**src/rtl/fhe_cmd_issuer_pkg.sv**
```systemverilog
// Shared FHE ALU definitions: command/status port structs, opcodes and issuer FSM encoding.
// Latency: n/a (types and constants only).
// Backpressure: n/a.
package fhe_cmd_issuer_pkg;

    localparam int COMMAND_WIDTH        = 8;
    localparam int FSIZE                = 64;
    localparam int STATE_WIDTH          = 8;
    localparam int STACK_BUFFER_SIZE    = 32;
    localparam int GUARD_CYCLES_DEFAULT = 2;

    // FIFO entry layout: {command, data0, data1}
    localparam int CMD_ENTRY_WIDTH = COMMAND_WIDTH + 2 * FSIZE;

    localparam logic [COMMAND_WIDTH-1:0] COMMAND_RESET = 8'd111;
    localparam logic [STATE_WIDTH-1:0]   STATE_IDLE    = 8'd0;

    // Issuer FSM encoding
    localparam logic [1:0] ST_IDLE  = 2'd0;
    localparam logic [1:0] ST_ISSUE = 2'd1;
    localparam logic [1:0] ST_GUARD = 2'd2;
    localparam logic [1:0] ST_DRAIN = 2'd3;

    typedef struct packed {
        logic                     valid;
        logic [COMMAND_WIDTH-1:0] command;
        logic [FSIZE-1:0]         data0;
        logic [FSIZE-1:0]         data1;
    } CommandDataPort;

    typedef struct packed {
        logic [STATE_WIDTH-1:0] state0;
    } StatePort;

endpackage

```
**src/rtl/fhe_cmd_fifo.sv**
```systemverilog
// Synchronous command FIFO with occupancy output and single-cycle flush.
// Latency: a pushed entry is visible at head on the cycle after the push edge.
// Backpressure: none internally; caller must not push when full or pop when empty.
module fhe_cmd_fifo #(
    parameter int DEPTH = 32,
    parameter int WIDTH = 136
) (
    input  logic                       clk,
    input  logic                       rstn,
    input  logic                       push,
    input  logic [WIDTH-1:0]           push_data,
    input  logic                       pop,
    input  logic                       flush,
    output logic [WIDTH-1:0]           head,
    output logic [$clog2(DEPTH):0]     level,
    output logic                       empty,
    output logic                       full
);

    localparam int AW = $clog2(DEPTH);
    localparam int LW = AW + 1;

    logic [WIDTH-1:0] mem [DEPTH];
    logic [AW-1:0]    wr_ptr;
    logic [AW-1:0]    rd_ptr;

    // Storage write; payload needs no reset since level gates its visibility.
    always_ff @(posedge clk) begin
        if (push) begin
            mem[wr_ptr] <= push_data;
        end
    end

    // Pointers wrap naturally because DEPTH is a power of two; flush beats push/pop.
    always_ff @(posedge clk or negedge rstn) begin
        if (!rstn) begin
            wr_ptr <= '0;
            rd_ptr <= '0;
            level  <= '0;
        end else if (flush) begin
            wr_ptr <= '0;
            rd_ptr <= '0;
            level  <= '0;
        end else begin
            if (push) wr_ptr <= wr_ptr + AW'(1);
            if (pop)  rd_ptr <= rd_ptr + AW'(1);
            case ({push, pop})
                2'b10:   level <= level + LW'(1);
                2'b01:   level <= level - LW'(1);
                default: level <= level;
            endcase
        end
    end

    // Head reads straight from the storage flops so a pop edge can capture it.
    assign head  = mem[rd_ptr];
    assign empty = (level == '0);
    assign full  = (level == LW'(DEPTH));

endmodule

```
**src/rtl/fhe_cmd_issuer.sv**
```systemverilog
// Queues host commands and issues them to the ALU one at a time with a guard/drain handshake.
// Latency: a push into an idle, empty issuer produces a valid pulse two cycles later; pulses are >= GUARD_CYCLES+2 apart.
// Backpressure: s_ready drops when the FIFO is full; COMMAND_RESET is always accepted and flushes the queue.
module fhe_cmd_issuer
    import fhe_cmd_issuer_pkg::*;
#(
    parameter int DEPTH        = STACK_BUFFER_SIZE,
    parameter int GUARD_CYCLES = GUARD_CYCLES_DEFAULT
) (
    input  logic                      clk,
    input  logic                      rstn,
    input  logic                      s_valid,
    output logic                      s_ready,
    input  logic [COMMAND_WIDTH-1:0]  s_command,
    input  logic [FSIZE-1:0]          s_data0,
    input  logic [FSIZE-1:0]          s_data1,
    output CommandDataPort            o_cmd,
    input  StatePort                  i_state,
    output logic [$clog2(DEPTH):0]    o_level,
    output logic                      o_busy,
    output logic [31:0]               o_issued
);

    localparam int GW = (GUARD_CYCLES > 1) ? $clog2(GUARD_CYCLES) : 1;

    logic [1:0]                 state;
    logic [GW-1:0]              guard_cnt;
    logic [CMD_ENTRY_WIDTH-1:0] head;
    logic                       fifo_empty;
    logic                       fifo_full;
    logic                       is_reset;
    logic                       accept;
    logic                       accept_reset;
    logic                       push;
    logic                       pop;
    logic                       alu_idle;

    assign is_reset     = (s_command == COMMAND_RESET);
    assign s_ready      = is_reset || !fifo_full;
    assign accept       = s_valid && s_ready;
    assign accept_reset = accept && is_reset;
    assign push         = accept && !is_reset;
    assign alu_idle     = (i_state.state0 == STATE_IDLE);

    // Pop from IDLE, or straight out of DRAIN once the ALU reports idle so
    // back-to-back commands are spaced exactly ISSUE + GUARD + DRAIN cycles.
    // A RESET word in the same cycle pre-empts the queue.
    assign pop = !accept_reset && !fifo_empty &&
                 ((state == ST_IDLE) || ((state == ST_DRAIN) && alu_idle));

    assign o_busy = (state != ST_IDLE) || !fifo_empty;

    fhe_cmd_fifo #(
        .DEPTH (DEPTH),
        .WIDTH (CMD_ENTRY_WIDTH)
    ) u_fifo (
        .clk       (clk),
        .rstn      (rstn),
        .push      (push),
        .push_data ({s_command, s_data0, s_data1}),
        .pop       (pop),
        .flush     (accept_reset),
        .head      (head),
        .level     (o_level),
        .empty     (fifo_empty),
        .full      (fifo_full)
    );

    // Issue FSM: RESET bypass has top priority, then queue pops, then guard/drain sequencing.
    always_ff @(posedge clk or negedge rstn) begin
        if (!rstn) begin
            state     <= ST_IDLE;
            guard_cnt <= '0;
            o_cmd     <= '0;
            o_issued  <= '0;
        end else begin
            o_cmd.valid <= 1'b0;
            if (accept_reset) begin
                state    <= ST_ISSUE;
                o_cmd    <= {1'b1, s_command, s_data0, s_data1};
                o_issued <= o_issued + 32'd1;
            end else if (pop) begin
                state    <= ST_ISSUE;
                o_cmd    <= {1'b1, head};
                o_issued <= o_issued + 32'd1;
            end else begin
                case (state)
                    ST_ISSUE: begin
                        guard_cnt <= '0;
                        state     <= (GUARD_CYCLES == 0) ? ST_DRAIN : ST_GUARD;
                    end
                    ST_GUARD: begin
                        if (guard_cnt == GW'(GUARD_CYCLES - 1)) begin
                            state <= ST_DRAIN;
                        end else begin
                            guard_cnt <= guard_cnt + GW'(1);
                        end
                    end
                    ST_DRAIN: begin
                        if (alu_idle) state <= ST_IDLE;
                    end
                    default: state <= ST_IDLE;
                endcase
            end
        end
    end

endmodule

```
**config.mk**
```make
export PLATFORM = sky130hd
export DESIGN_NAME = fhe_cmd_issuer
export DESIGN_NICKNAME = d
export VERILOG_FILES = /design/src/rtl/fhe_cmd_issuer_pkg.sv /design/src/rtl/fhe_cmd_fifo.sv /design/src/rtl/fhe_cmd_issuer.sv
export SDC_FILE = /design/constraint.sdc
export NUM_CORES = 2
export LEC_CHECK = 0
export BUFFER_PORTS_ARGS = -buffer_cell sky130_fd_sc_hd__buf_2
export CAP_MARGIN = 20
export CORE_UTILIZATION = 25
export DETAILED_ROUTE_END_ITERATION = 8
export MAX_ROUTING_LAYER = met4
export PLACE_DENSITY = 0.46
export SLEW_MARGIN = 20
export SYNTH_ARGS = -nofsm -noshare
export SYNTH_HDL_FRONTEND = slang
export SYNTH_MEMORY_MAX_BITS = 65536
export SYNTH_SLANG_ARGS = --single-unit
```
**constraint.sdc**
```tcl
create_clock -name clk -period 11.1 [get_ports clk]
set_input_delay 1.11 -clock clk [delete_from_list [all_inputs] [get_ports clk]]
set_output_delay 1.11 -clock clk [all_outputs]
set_load 0.02 [all_outputs]
```
==> results.toml <==
[status]
status = "complete, no violations"

[die]
die_area_sq_mm = 0.695
die_h_um = 834
initial_utilization_pct = 25.1
ioPinCount = 324
fp-row-count = 305
die_x_um = 834
core_area_sq_mm = 0.690

[pwr]
power_uw = 50800
leakage_uw = 0.0616
peakVddDrop_mv = 0.194
power_density_mw_per_mm2 = 251

[placed_design]
place_ws_ps = 4850
gp_congestion = 0.739
portBuffers = 323
dp_hpwl_um = 266000

[global_route]
grt_pass1_vias = 82900
groute.usage.overall_pct = 14.1
grt_first_pass_wirelength_um = 676000
use_met3_pct = 2.57
grt_use_met2_pct = 22.7
antenna_found_initial = 78
grt_max_degree = 123
grt_overflow = 0
busiest_layer = "met2"
grt_use_met1_pct = 18.7

[timing]
hold_viol = 0
hold-worst-slack_ps = 492
clock.fmax_mhz = 192
setup_slack_ps = 5880
slew_violations = 0
relSlewSlack_pct = 20.3
tightestPinTransition_ps = 1200
fin_crit_sh_pct = 47.0
fin_tns_setup_ps = 0
layout_min_cycle_time_ps = 5220
setup_violations = 0
rsz0062_at_grt = "false"
skew_ps = 118

[setup_path]
path_buf_inv = 3
cpLargestDelayFamily = "buffers and inverters"
cp-start-kind = "input pin"
cp_slowest_cell = "nor2_4"
crit_type = "input pin to register"
required_ps = 11710
worstSetupEndpointType = "register"
path_max_fanout = 85
worstPathArrival_ps = 5830
worstPathCellList = "buf_2 -> nand4bb_1 -> o21ai_0 -> a21oi_1 -> nand2_1 -> nor2_4 -> buf_12 -> buf_4"
critical-path-max-stage-delay_ps = 790

[finish]
final_nets = 7935
drive_above_1_share_pct = 31.5
final_cell_mix = "edfxtp_1 (4,352), mux4_2 (1,359), clkbuf_16 (483), buf_2 (322), nand2_1 (297)"
utilization_pct = 29.4
mostFrequentLayoutCell = "edfxtp_1"
area_growth_pct = 17.0

[routing]
vias = 79100
wl_um = 489000
ant_nets = 0
drc = 0
dr.first_iter.drc_count = 7275
wl_per_cell_um = 28.0
vias_per_cell = 4.53
firstDrtPassIters = 7

[synthesis]
yosysSeqAreaShare_pct = 78.3
synth_edf_count = 4352
synthesis.instances = 7208
syn_nets = 7368
netlist_area_sq_mm = 0.173
yosys.area.top_type = "edfxtp_1"
synth_top_area_share_pct = 75.6
ys_top_cells_by_area = "edfxtp_1 (76%), mux4_2 (18%), dfrtp_1 (2.7%)"
syn_area_per_cell_sq_um = 24.0
synth.distinct_cells = 49
ys_seq_elements = 4540
yosys_most_used_dff = "edfxtp_1"
synthArstFlopShare_pct = 4.14
synth_warnings = 0

[min_path]
hp-class = "register to register"

[cts]
insertion_delay_ps = 1070
cts_tree = "yes"
numCtsBuffers = 478
path_clk_slew_ps = 50
ctsResizeCount = 0
cts_root_buf = "clkbuf_16"
h-tree-depth = 5
cts_num_sinks = 4540
clock_path_buffers = 4

[run]
maxCapViolations = 0
==> sequential cells by signal (all words and copies together), names as in the netlist <==
name and flops:
u_fifo.wr_ptr 5, state 2, u_fifo.mem 4352, o_issued 32, guard_cnt 1, u_fifo.rd_ptr 5, o_cmd 137, u_fifo.level 6
==> layer usage <==
layer  wire [um]  vias up
met1      212000    44100
met4       11300        0
met5           0        -
li1            -    32100
met2      237000     2346
met3       28800      602
==> where the power goes <==
group | internal, uW | switching, uW
registers | 20000 | 648
logic | 5980 | 8000
clock network | 9370 | 6810
==> Yosys cell counts (2+ instances only) <==
master    instances
a21o_1            3
a21oi_1           7
a22o_1            2
a31oi_1           2
and2_1            6
and3_1            8
and4_1            5
buf_1            46
buf_2           126
buf_4             5
buf_6             2
clkbuf_1        212
dfrtp_1         188
edfxtp_1       4352
ha_1             13
inv_1             8
mux2_2            5
mux2i_1         138
mux4_2         1359
nand2_1         297
nand2b_1          2
nand3_1          17
nand3b_1          3
nand4_1          14
nor2_1           48
nor2_2            2
nor3_1            2
nor4_1            2
o21ai_0         239
o21ai_1          32
o22ai_1           3
or3_1             2
or3b_2            2
or4_1             2
xnor2_1          31
xor2_1           10
==> per-stage QoR <==
| step | instance area, sq um | cells |
|---|---|---|
| final | 202000 | 17400 |
| after global routing | 202000 | 17400 |
| after CTS | 202000 | 17400 |
| after detailed placement | 186000 | 16500 |
| after global placement | 186000 | 16500 |
| after floorplan | 173000 | 7208 |
==> kinds of logic after synthesis <==
kind of cell / share of synthesized area, %
fa+ha+maj: 0.0941
flops: 78.3
simple gates: 1.03
xor+xnor: 0.208
buf+inv: 0.977
compound gates: 0.882
mux: 18.5
==> timing repair <==
action	4_1_cts	5_1_grt
hold buffers	1	0
setup buffers	0	0
hold endpoints to repair	27	0
==> area by class of cell <==
type	count	area (sq um)
antenna	35	87.6
clock buffer	615	12800
clock inverter	292	3150
fill	66500	487000
inverter	8	30.0
multi-input combinational	2269	36100
sequential	4540	135000
tap	9210	11500
timing repair buffer	478	3270
==> final timing paths <==
| kind | from | to | slack, ps | cells after the start |
|---|---|---|---|---|
| max in group asynchronous | rstn | o_cmd[94]$_DFFE_PN0P_ | 8320 | 4 |
| min in group asynchronous | rstn | o_issued[9]$_DFFE_PN0P_ | 520 | 2 |
| hold reg to reg | o_issued[25]$_DFFE_PN0P_ | o_issued[25]$_DFFE_PN0P_ | 490 | 1 |
| setup / recovery | s_command[7] | u_fifo.mem[20][33]$_DFFE_PP_ | 5880 | 8 |
| hold / removal | o_issued[25]$_DFFE_PN0P_ | o_issued[25]$_DFFE_PN0P_ | 490 | 1 |
| setup reg to reg | u_fifo.level[2]$_DFFE_PN0P_ | u_fifo.mem[20][33]$_DFFE_PP_ | 6100 | 6 |
Note: power is estimated with default switching activity, not from simulation.
